--- config.mk ---
export PLATFORM = sky130hd
export DESIGN_NAME = serial_word_comparator
export DESIGN_NICKNAME = d
export VERILOG_FILES = /design/src/rtl/serial_word_comparator.sv
export SDC_FILE = /design/constraint.sdc
export NUM_CORES = 1
export LEC_CHECK = 0
export BUFFER_PORTS_ARGS = -buffer_cell sky130_fd_sc_hd__buf_2
export CAP_MARGIN = 25
export CORE_AREA = 3 3 48 50
export CTS_BUF_LIST = sky130_fd_sc_hd__clkbuf_4
export CTS_CLUSTER_DIAMETER = 100
export CTS_CLUSTER_SIZE = 25
export DETAILED_ROUTE_END_ITERATION = 6
export DIE_AREA = 0 0 51 53
export PLACE_DENSITY = 0.83
export SLEW_MARGIN = 20
export SYNTH_ARGS = -nofsm -noshare
export SYNTH_HDL_FRONTEND = slang
export SYNTH_SLANG_ARGS = --single-unit
--- constraint.sdc ---
create_clock -name clk -period 4.95 [get_ports clk]
set_input_delay 0.2475 -clock clk [delete_from_list [all_inputs] [get_ports clk]]
set_output_delay 0.2475 -clock clk [all_outputs]
set_load 0.05 [all_outputs]
--- src/rtl/serial_word_comparator.sv ---
// Collects WORD_W per-bit equality flags from the XNOR stage into a frame and
// reports whole-word equality, a saturating mismatch count and the first mismatch index.
module serial_word_comparator #(
  parameter  int WORD_W = 8,
  parameter  int ERR_W  = 4,
  localparam int IDX_W  = $clog2(WORD_W)
) (
  input  logic             clk,
  input  logic             rst_n,
  input  logic             start,
  input  logic             bit_valid,
  input  logic             bit_eq,
  output logic             ready,
  output logic             busy,
  output logic             done,
  output logic             word_eq,
  output logic [ERR_W-1:0] mismatch_cnt,
  output logic [IDX_W-1:0] first_mismatch_idx
);

  typedef enum logic [1:0] {
    IDLE    = 2'd0,
    COLLECT = 2'd1,
    DONE    = 2'd2
  } state_t;

  localparam logic [IDX_W-1:0] LAST_IDX = IDX_W'(WORD_W - 1);

  state_t           state;
  logic [IDX_W-1:0] idx;
  logic             all_eq;
  logic [ERR_W-1:0] cnt;
  logic [IDX_W-1:0] first_idx;
  logic             found;

  // Accumulator values as they would stand after consuming the current bit.
  logic             mis;
  logic             last_bit;
  logic             all_eq_nxt;
  logic [ERR_W-1:0] cnt_nxt;
  logic [IDX_W-1:0] first_nxt;
  logic             found_nxt;

  always_comb begin
    mis        = ~bit_eq;
    last_bit   = (idx == LAST_IDX);
    all_eq_nxt = all_eq & bit_eq;
    cnt_nxt    = cnt;
    if (mis && (cnt != {ERR_W{1'b1}}))
      cnt_nxt = cnt + ERR_W'(1);
    first_nxt  = (mis && !found) ? idx : first_idx;
    found_nxt  = found | mis;
  end

  always_ff @(posedge clk or negedge rst_n) begin
    if (!rst_n) begin
      state              <= IDLE;
      ready              <= 1'b1;
      busy               <= 1'b0;
      done               <= 1'b0;
      word_eq            <= 1'b0;
      mismatch_cnt       <= '0;
      first_mismatch_idx <= '0;
      idx                <= '0;
      all_eq             <= 1'b1;
      cnt                <= '0;
      first_idx          <= '0;
      found              <= 1'b0;
    end else begin
      case (state)
        IDLE: begin
          ready     <= 1'b1;
          busy      <= 1'b0;
          done      <= 1'b0;
          idx       <= '0;
          all_eq    <= 1'b1;
          cnt       <= '0;
          first_idx <= '0;
          found     <= 1'b0;
          // A bit arriving with start is dropped; the frame begins on the next valid bit.
          if (start) begin
            state <= COLLECT;
            ready <= 1'b0;
            busy  <= 1'b1;
          end
        end
        COLLECT: begin
          if (start) begin
            idx       <= '0;
            all_eq    <= 1'b1;
            cnt       <= '0;
            first_idx <= '0;
            found     <= 1'b0;
          end else if (bit_valid) begin
            all_eq    <= all_eq_nxt;
            cnt       <= cnt_nxt;
            first_idx <= first_nxt;
            found     <= found_nxt;
            if (last_bit) begin
              state              <= DONE;
              busy               <= 1'b0;
              done               <= 1'b1;
              word_eq            <= all_eq_nxt;
              mismatch_cnt       <= cnt_nxt;
              first_mismatch_idx <= first_nxt;
            end else begin
              idx <= idx + IDX_W'(1);
            end
          end
        end
        DONE: begin
          state <= IDLE;
          done  <= 1'b0;
          ready <= 1'b1;
        end
        default: begin
          state <= IDLE;
          ready <= 1'b1;
          busy  <= 1'b0;
          done  <= 1'b0;
        end
      endcase
    end
  end

endmodule

Word-level counts from Yosys, hierarchy flattened
Index checks and enable logic that the tools add are counted.
- flip-flop bits (word level): 25
- input bits: 5
- $add $sub $neg: 2
- eq/ne operators: 10
- muxes and demuxes: 34
- bitwise logic cells: 5
- reductions and logical operators: 11
- operator list (kind ; count):
    $mux W3 ; 6
    $mux W1 ; 13
    $mux W4 ; 3
    $pmux W3 S2 ; 2
    $reduce_and A4 Y1 ; 3
    $mux W2 ; 4
    $ne A2 B2 Y1 const B ; 4
    $pmux W4 S2 ; 1
    $ne A3 B3 Y1 const B ; 2
    $pmux W1 S2 ; 3
    $reduce_and A3 Y1 ; 2
    $add A4 B1 Y4 const B ; 1
    $ne A4 B4 Y1 const B ; 1
    $pmux W2 S2 ; 1
    $add A3 B1 Y3 const B ; 1
    $eq A3 B3 Y1 const B ; 1
    $not A1 Y1 ; 3
    $pmux W1 S3 ; 1
    $eq A2 B1 Y1 const B ; 1
    $eq A2 B2 Y1 const B ; 1
    $logic_and A1 B1 Y1 ; 2
    $logic_not A2 Y1 ; 1
    $reduce_and A2 Y1 ; 1
    $reduce_bool A2 Y1 ; 1
    other kinds (3) ; 3

Depth between registers and ports, before layout
Gate-level depths: netlist (run 1).
- depth in word-level cells: 6
- gate-level depth with buffers: 5
- gate-level depth less buffers: 5

Worst setup path before layout (run 1)
Ideal clock, no wire load.
- path type: reg2reg
- start point: register idx[0]
- end point: register idx[0]
- setup time: 0.125 ns
- arrival time: 1.432 ns
- required time: 4.825 ns
- slack: 3.393 ns
- stages on the path, launching flop included: 6
- path buffers: 0
- cells stage by stage: dfrtp_1 ha_1 ha_1 nand2b_1 a21o_1 mux2_2
- cells in the longest elaborated chain, start to end: 5
- RTL lines (what ; line ; text):
    from (decl) ; 30 ; logic [IDX_W-1:0] idx;
    from (signal assigned) ; 107 ; idx <= idx + IDX_W'(1);
    $add A3 B1 Y3 ; 107 ;
    $mux W3 ; 99 ; if (last_bit) begin
    $mux W3 ; 94 ; end else if (bit_valid) begin
    $mux W3 ; 88 ; if (start) begin
    $pmux W3 S2 ; 70 ; case (state)
Several ways; a longest one is shown, not always the timed one. The select of a mux whose other input is x is not followed.
A chain may end at the register's enable or synchronous reset.

Worst setup path after layout (run 1)
Same ends and word-level chain as after synthesis.

==> flow_metrics.py, run 1 <==
metrics = {
    "synthesis": {
        "netlist.area_leader.share_pct": 48.37,
        "postSynthCellCount": 104,
        "yosysTopAreaCell": "dfrtp_1",
        "syn_area_mm2": 0.001190,
        "yosys_warnings": 0,
        "async_flop_share_pct": 100.0,
        "synth_edf_count": 0,
        "synth.most_common_cell": "dfrtp_1",
        "ys_seq_area_share_pct": 52.79,
        "synth-seq-cells": 25,
        "syn_area_per_cell_um2": 11.44,
        "ys.flop_type": "dfrtp_1",
        "syn_nets": 112,
        "synth_area_leaders": "dfrtp_1 48%, dfstp_2 4.4%, mux2i_1 4.2%",
        "synth_cell_types": 38,
        "ys_top_cells_by_count": "23 x dfrtp_1, 10 x o21ai_1, 5 x mux2i_1, 5 x nand2_1",
    },
    "clocking": {
        "clock-sinks": 25,
        "cts_buffers": 3,
        "insertion_delay_ns": 0.32,
        "post_cts_buffers": 0,
        "clock_path_buffers": 2,
        "cts_resized": 0,
        "ctsHoldBuffers": 1,
        "path_clk_slew_ns": 0.13,
        "cts_max_level": 1,
        "cts_tree": "done",
        "clk_root_buffer_cell": "clkbuf_4",
    },
    "place": {
        "dpl.hpwl_um": 1630,
        "gp_congestion": 0.7722,
        "port_buffers": 15,
    },
    "layout": {
        "drive_gt1_share_pct": 25.62,
        "multi_input_area_um2": 525.5,
        "fill_cells": 161,
        "nets": 130,
        "seq_area_um2": 628.1,
        "area_growth_syn_to_layout_pct": 11.04,
        "antennaDiodeCount": 0,
    },
    "timing": {
        "fin_skew_ns": 0.009405,
        "hold_viol_final": 0,
        "setup_tns_ns": 0,
        "finalCriticalPeriod_ns": 1.711,
        "post-route-period-util_pct": 34.57,
        "drv_slew": 0,
        "whs_ns": 0.2484,
        "fmax_ghz": 0.5844,
        "worst_pin_slew_ns": 0.5306,
        "max_slew_margin_pct": 64.63,
        "rsz0062_at_grt": "no",
        "setup_viol": 0,
    },
    "detailed_routing": {
        "routed_wl_um": 2179,
        "wl_met2_um": 1052,
        "drt_iter0_markers": 6,
        "via_per_inst": 5.865,
        "top_layer": "met4",
        "routed-wl-met3_um": 70,
        "m1WireLength_um": 1002,
        "drc": 0,
        "ant_nets": 0,
        "routedWlPerCell_um": 14.72,
        "vias": 868,
        "dr.pass1.iters": 4,
    },
    "critical_path": {
        "worst_ep_required_time_ns": 5.18,
        "cp-end-kind": "flop",
        "cp_max_fo": 5,
        "worstSetupStartpointType": "flop",
        "cp.arrival_ns": 1.94,
        "critical_path_class": "flop to flop",
    },
    "floorplanning": {
        "die_area_mm2": 0.002703,
        "num_io_pins": 16,
        "initial_utilization_pct": 61.28,
        "rows": 16,
        "coreArea_mm2": 0.001942,
        "die_height_um": 53,
        "die_w_um": 51,
    },
    "hold_path": {
        "hold_class": "input port to flop",
    },
    "grt": {
        "antenna_found_initial": 0,
        "grt_overflow": 0,
        "grt_max_degree": 26,
        "grt_pass1_vias": 888,
        "grt_use_total_pct": 19.65,
        "grt_pass1_wl_um": 3836,
    },
    "flow_run": {
        "cap_violations": 0,
    },
    "power_and_ir_drop": {
        "power.density_mw_per_mm2": 292.0,
        "ir_drop_uv": 292.6,
        "leakage_uw": 0.0006497,
    },
    "outcome": {
        "outcome": "finished clean",
    },
}
## kinds of logic after synthesis
kind of cell / synth area share, %
AO/OA/AOI/OAI: 20.51
AND/OR/NAND/NOR: 14.62
flip-flops: 52.79
buffers and inverters: 3.049
multiplexers: 5.153
adder cells (fa/ha/maj): 3.155
XOR/XNOR: 0.7362
## cell type report
| cell class | count | area share, % |
|---|---|---|
| Sequential cell | 25 | 47.54 |
| Timing Repair Buffer | 16 | 6.439 |
| Clock buffer | 4 | 2.273 |
| Multi-Input combinational cell | 71 | 39.77 |
| Inverter | 5 | 1.420 |
| Tap cell | 27 | 2.557 |
## flip-flops by register name, indices dropped and copies added (netlist names)
register	cells
state	2
busy	1
cnt	4
ready	1
all_eq	1
first_idx	3
idx	3
done	1
word_eq	1
first_mismatch_idx	3
mismatch_cnt	4
found	1
## placed cells by master, fill, tap and decap left out, types with 2 or more instances in the layout
cell / n
dfrtp_1: 23
buf_2: 15
o21ai_1: 10
nand2_1: 5
mux2i_1: 5
nor2_1: 4
o21ai_0: 4
inv_1: 4
a21oi_1: 4
o2bb2ai_1: 4
clkbuf_4: 4
nand3_1: 3
a31oi_1: 3
ha_1: 3
nor3b_2: 2
o31ai_2: 2
nand2b_1: 2
a22o_1: 2
dfstp_2: 2
## per-stage QoR
| step | std cells | worst slack [ns] | instance area, um^2 | utilization, % | power, uW |
|---|---|---|---|---|---|
| 2_1_floorplan | 104 | 3.393 | 1190 | - | 274.1 |
| 3_3_place_gp | 143 | 3.297 | 1281 | 65.98 | 289.3 |
| 3_5_place_dp | 143 | 3.252 | 1281 | 65.98 | 293.3 |
| 6_report | 148 | 3.239 | 1321 | 68.04 | 385.8 |
| 5_1_grt | 148 | 3.147 | 1321 | 68.04 | 406.4 |
| 4_1_cts | 148 | 3.229 | 1321 | 68.04 | 390.0 |
## final timing paths
path / start / endpoint / slack [ns] / depth (start not counted)
max: idx[0]$_DFFE_PN0P_ / idx[0]$_DFFE_PN0P_ / 3.24 / 5
min: bit_eq / word_eq$_DFFE_PN0P_ / 0.25 / 3
max reg2reg: idx[0]$_DFFE_PN0P_ / idx[0]$_DFFE_PN0P_ / 3.24 / 5
min reg2reg: first_idx[2]$_DFFE_PN0P_ / first_idx[2]$_DFFE_PN0P_ / 0.51 / 1
max in group asynchronous: rst_n / ready$_DFFE_PN1N_ / 4.16 / 2
min in group asynchronous: rst_n / first_mismatch_idx[0]$_DFFE_PN0P_ / 0.43 / 2
## worst max-delay path: stages (launching register included)
cell and delay, ns:
dfrtp_1 0.43, ha_1 0.22, ha_1 0.27, nand2b_1 0.21, a21o_1 0.21, mux2_2 0.27
## report_power, final
group	switching, uW	internal, uW
combinational	38.1	22.9
clock	59.2	37.1
sequential	11.8	217
total	109	277
## per-layer routing
metal | track usage (%) | up-vias
li1 | - | 418
met1 | 24.27 | 427
met2 | 31.97 | 18
met3 | 3.380 | 5
met4 | 12.11 | 0
met5 | 0 | -
No activity file was read; power rests on OpenSTA's default activity.
==> inputs of run 2 (changes only) <==
Settings changed: CORE_AREA 3 3 48 50 to 3 3 50 52, DIE_AREA 0 0 51 53 to 0 0 53 55, PLACE_DENSITY 0.83 to 0.77.
Clock period 4.95 ns to 1.7 ns, I/O delays scaled along.
==> run 2 against run 1 <==
Design area increased by 1.8%. Combinational power grew to 3.0 times the previous value. Global-route usage down 0.55 points. Register-to-register slack got worse by 3.1 ns. Critical path type unchanged.
==> flow_metrics.py, run 2 (synthesis results as in run 1) <==
metrics = {
    "place": {
        "dpl.hpwl_um": 1715,
        "port_buffers": 15,
        "gp_congestion": 0.7565,
        "dp_cells": 147,
    },
    "timing": {
        "fin_skew_ns": 0.0008584,
        "finalCriticalPeriod_ns": 1.583,
        "whs_ns": 0.07690,
        "hold_viol_final": 0,
        "max_slew_margin_pct": 64.14,
        "worst_pin_slew_ns": 0.5379,
        "setup_viol": 0,
        "rsz0062_at_grt": "no",
        "drv_slew": 0,
        "setup_tns_ns": 0,
        "fmax_ghz": 0.6317,
        "post-route-period-util_pct": 93.12,
    },
    "critical_path": {
        "critical_path_class": "flop to flop",
        "worst_ep_required_time_ns": 1.92,
        "cp_max_fo": 3,
        "cp-end-kind": "flop",
        "r2r_start": "idx[0]$_DFFE_PN0P_",
        "worstSetupStartpointType": "flop",
        "cp.arrival_ns": 1.81,
        "startpoint": "idx[0]$_DFFE_PN0P_",
    },
    "layout": {
        "final_cells": 152,
        "area_growth_syn_to_layout_pct": 13.04,
        "final_core_util_pct": 62.61,
        "final_cell_mix": "23 x dfrtp_1, 15 x buf_2, 10 x o21ai_1",
        "antennaDiodeCount": 0,
        "final_common_cell": "dfrtp_1",
        "reg_top3": "cnt: 4 flops, mismatch_cnt: 4 flops",
        "drive_gt1_share_pct": 27.42,
        "nets": 133,
    },
    "clocking": {
        "clock_path_buffers": 2,
        "cts_tree": "done",
        "path_clk_slew_ns": 0.13,
        "clk_root_buffer_cell": "clkbuf_4",
        "clock-sinks": 25,
        "cts_buffers": 3,
        "cts_max_level": 1,
        "insertion_delay_ns": 0.32,
        "cts_resized": 0,
    },
    "hold_path": {
        "hp-start": "bit_eq",
        "hold_class": "input port to flop",
    },
    "grt": {
        "grt.busiest_layer": "met2",
        "grt_pass1_vias": 887,
        "antenna_found_initial": 0,
        "met1_usage_pct": 25.95,
        "grt_overflow": 0,
        "grt_pass1_wl_um": 4029,
        "use_met3_pct": 2.413,
        "grt_use_total_pct": 19.09,
        "met2_usage_pct": 30.58,
        "grt_max_degree": 26,
    },
    "detailed_routing": {
        "routedWlPerCell_um": 15.03,
        "routed_wl_um": 2285,
        "ant_nets": 0,
        "vias": 866,
        "via_per_inst": 5.697,
        "drt_iter0_markers": 29,
        "drc": 0,
        "dr.pass1.iters": 4,
    },
    "power_and_ir_drop": {
        "finalPower_uw": 1130,
        "combPwrFrac_pct": 16.0,
        "power.density_mw_per_mm2": 840.5,
        "pwr-share-clk_pct": 25.1,
        "ir_drop_uv": 536.6,
        "leakage_uw": 0.0006651,
        "swShare_pct": 28.54,
        "intPower_uw": 807.9,
        "switching_power_uw": 322.6,
        "p_seq_share_pct": 58.9,
    },
    "floorplanning": {
        "num_io_pins": 16,
        "initial_utilization_pct": 55.39,
        "die_height_um": 55,
        "rows": 17,
        "die_area_mm2": 0.002915,
        "coreArea_mm2": 0.002148,
        "die_w_um": 53,
    },
    "flow_run": {
        "cap_violations": 0,
    },
    "outcome": {
        "outcome": "finished clean",
    },
}
## run 2: changes by cell type in the layout (fill, tap and decap cells not counted)
cell	delta
buf_4	+3
## run 2: worst max-delay path: stages, from the launching register on
cell and delay [ns]:
dfrtp_1 0.43, ha_1 0.22, ha_1 0.20, nand2b_1 0.17
a21o_1 0.21, mux2_2 0.26
## run 2: power groups by stage
stage                     Clock [uW]  Combinational (uW)  Sequential, uW
after floorplan                    0                96.4             702
after global placement             0                 172             673
after detailed placement           0                 180             677
after CTS                        285                 182             666
after global routing             310                 199             672
final                            284                 181             666
## run 2: cell type report
cell class / count / area, um^2
clock buffer: 4 / 30.03
fill: 177 / 803.3
inverter: 5 / 18.77
multi-input combinational: 71 / 525.5
sequential: 25 / 628.1
tap: 28 / 35.03
timing repair buffer: 19 / 107.6
## run 2: repair_timing
item                                   4_1_cts  5_1_grt
hold buffers                                 1        0
endpoints found under the hold margin       23        0
setup buffers                                0        0
setup endpoints to repair                    0        0
## run 2: through the flow
stage / cell area (um^2) / setup slack (ns)
floorplan: 1190 / 0.1430
global placement: 1305 / 0.2065
detailed placement: 1305 / 0.1338
CTS: 1345 / 0.1125
global route: 1345 / 0.05403
finish: 1345 / 0.1169
## run 2: per-layer routing
layer / up-vias / routed length (um)
li1: 427 / -
met1: 416 / 1082
met2: 18 / 1072
met3: 5 / 86
met4: 0 / 43
met5: - / 0
## run 2: worst paths after layout
kind	to	slack, ns	depth (start not counted)
setup / recovery	idx[0]$_DFFE_PN0P_	0.12	5
hold / removal	word_eq$_DFFE_PN0P_	0.08	3
setup reg to reg	idx[0]$_DFFE_PN0P_	0.12	5
hold reg to reg	first_mismatch_idx[2]$_DFFE_PN0P_	0.51	2
max in group asynchronous	ready$_DFFE_PN1N_	1.08	2
min in group asynchronous	mismatch_cnt[3]$_DFFE_PN0P_	0.26	2
==> inputs of run 3 (changes only) <==
Settings changed: CORE_AREA 3 3 50 52 to 3 3 52 54, DIE_AREA 0 0 53 55 to 0 0 55 57, PLACE_DENSITY 0.77 to 0.74.
Clock period 1.7 ns to 1.35 ns, I/O delays scaled along.
==> run 3 against run 2 <==
The run now ends with setup timing left. Routed wire length grew 14%. Sequential power grew 23%. Global-route usage shrank 0.33 points. Worst hold slack gained 0.014 ns. Power grew 31%. Utilization grew 3.4 points. Critical path depth is the same. Combinational power grew 70%. Via count grew 7.5%. Sequential share of layout area shrank 4.5 points. Register-to-register slack lost 0.20 ns. Critical path type unchanged. Largest power group unchanged.
==> flow_metrics.py, run 3 (synthesis results as in run 1) <==
metrics = {
    "timing": {
        "worst_pin_slew_ns": 0.5651,
        "fmax_ghz": 0.6972,
        "fin_skew_ns": 0.01212,
        "setup_tns_ns": -0.2063,
        "hold_viol_final": 0,
        "rsz0062_at_grt": "yes",
        "drv_slew": 0,
        "finalCriticalPeriod_ns": 1.434,
        "fin_ws_ns": -0.08432,
        "setup_viol": 8,
        "post-route-period-util_pct": 106.2,
        "whs_ns": 0.09058,
        "max_slew_margin_pct": 62.33,
    },
    "clocking": {
        "clock_path_buffers": 2,
        "path_clk_slew_ns": 0.15,
        "cts_tree": "done",
        "insertion_delay_ns": 0.33,
        "clk_root_buffer_cell": "clkbuf_4",
        "clock-sinks": 25,
        "cts_buffers": 3,
        "cts_max_level": 1,
    },
    "floorplanning": {
        "initial_utilization_pct": 52.77,
        "die_area_mm2": 0.003135,
        "rows": 17,
        "die_height_um": 57,
        "coreArea_mm2": 0.002255,
        "num_io_pins": 16,
        "die_w_um": 55,
    },
    "critical_path": {
        "cp-end-kind": "flop",
        "worst_ep_required_time_ns": 1.59,
        "r2r_end": "idx[0]$_DFFE_PN0P_",
        "r2r_start": "idx[0]$_DFFE_PN0P_",
        "rrSetupSlack_ns": -0.08,
        "cp.arrival_ns": 1.67,
        "r2r.worst_path.cells": 5,
        "cp_max_fo": 3,
        "critical_path_class": "flop to flop",
        "worstSetupStartpointType": "flop",
    },
    "power_and_ir_drop": {
        "finalPower_uw": 1481,
        "ir_drop_uv": 822.7,
        "leakage_uw": 0.0006940,
        "power.density_mw_per_mm2": 995.3,
    },
    "place": {
        "port_buffers": 15,
        "dp_cells": 153,
        "gp_congestion": 0.7959,
        "dpl.hpwl_um": 1799,
    },
    "detailed_routing": {
        "drc": 0,
        "drt_iter0_markers": 11,
        "routedWlPerCell_um": 16.22,
        "ant_nets": 0,
        "dr.pass1.iters": 4,
        "routed_wl_um": 2595,
        "vias": 931,
        "via_per_inst": 5.819,
    },
    "hold_path": {
        "hp-start": "bit_eq",
        "whs_path_depth": 3,
        "whs_endpoint": "word_eq$_DFFE_PN0P_",
        "hold_class": "input port to flop",
    },
    "grt": {
        "grt_pass1_wl_um": 4229,
        "grt_pass1_vias": 951,
        "antenna_found_initial": 0,
        "grt_use_total_pct": 18.77,
        "grt_max_degree": 26,
        "grt_overflow": 0,
    },
    "outcome": {
        "violations": "setup timing",
        "outcome": "complete, but fails checks",
    },
    "layout": {
        "antennaDiodeCount": 0,
        "area_growth_syn_to_layout_pct": 25.03,
        "fill_cells": 184,
        "final_cells": 160,
        "nets": 141,
        "seq_area_um2": 628.1,
        "reg_top3": "cnt: 4 flops, mismatch_cnt: 4 flops",
        "final_common_cell": "dfrtp_1",
        "multi_input_area_um2": 600.6,
        "final_cell_mix": "23 x dfrtp_1, 15 x buf_2, 10 x o21ai_1, 10 x buf_4",
        "drive_gt1_share_pct": 39.39,
    },
    "flow_run": {
        "cap_violations": 0,
    },
}
run 3: cell count changes in the layout (fill, tap and decap cells not counted), moves of 2 or more:
cell / previous run / this run
o21ai_0: 4 / 2
clkinvlp_4: 0 / 2
o21ai_2: 0 / 2
ha_1: 3 / 1
buf_4: 3 / 10
run 3: critical path, cell delays in order (launching register included):
cell and delay [ns]:
dfrtp_1 0.42, ha_2 0.19, ha_4 0.16, nand2b_4 0.14, a21o_1 0.18, mux2_4 0.26
run 3: how the worst max path moves through the flow:
stage | from | to | depth (start not counted)
6_report | idx[0]$_DFFE_PN0P_ | idx[0]$_DFFE_PN0P_ | 5
5_1_grt | idx[0]$_DFFE_PN0P_ | idx[0]$_DFFE_PN0P_ | 5
4_1_cts | idx[1]$_DFFE_PN0P_ | idx[0]$_DFFE_PN0P_ | 5
3_5_place_dp | idx[1]$_DFFE_PN0P_ | idx[0]$_DFFE_PN0P_ | 5
3_3_place_gp | idx[1]$_DFFE_PN0P_ | idx[0]$_DFFE_PN0P_ | 5
2_1_floorplan | idx[1]$_DFFE_PN0P_ | idx[0]$_DFFE_PN0P_ | 5
run 3: through the flow:
stage               utilization (%)  setup slack [ns]  area [um^2]
finish                        65.98          -0.08432         1488
global route                  65.98           -0.1175         1488
detailed placement            60.88          -0.07790         1373
floorplan                         -          -0.06276         1212
global placement              60.88          -0.03199         1373
CTS                           63.76          -0.08140         1438
run 3: area by class of cell:
cell class,instances,area share [%]
repair buffers,27,11.52
inverters,5,1.514
clock buffers,3,1.514
multi-input cells,71,40.37
well taps,28,2.355
flip-flops and latches,25,42.22
clock inverters,1,0.5046
run 3: metal layers:
metal	GRT usage [%]	up-vias	share of wire [%]	wire, um
met5	0	-	0	0
met4	8.681	0	1.5	38
met3	3.655	4	3.5	90
met2	30.57	20	49	1259
met1	23.32	460	46	1206
li1	-	447	-	-
run 3: power by group:
part           total, uW  switching (uW)  internal, uW  leakage [uW]
registers            820            25.6           795      0.000329
clock network        352             238           114     0.0000139
logic                308             179           130      0.000351
total               1480             443          1040      0.000694
run 3: repair_timing:
action | in CTS | in global routing
cloned | 0 | 0
pin swaps | 5 | 3
endpoints found under the setup margin | 9 | 14
setup buffers | 1 | 1
hold buffers | 1 | 0
resized for setup | 6 | 7
hold endpoints to repair | 23 | 0
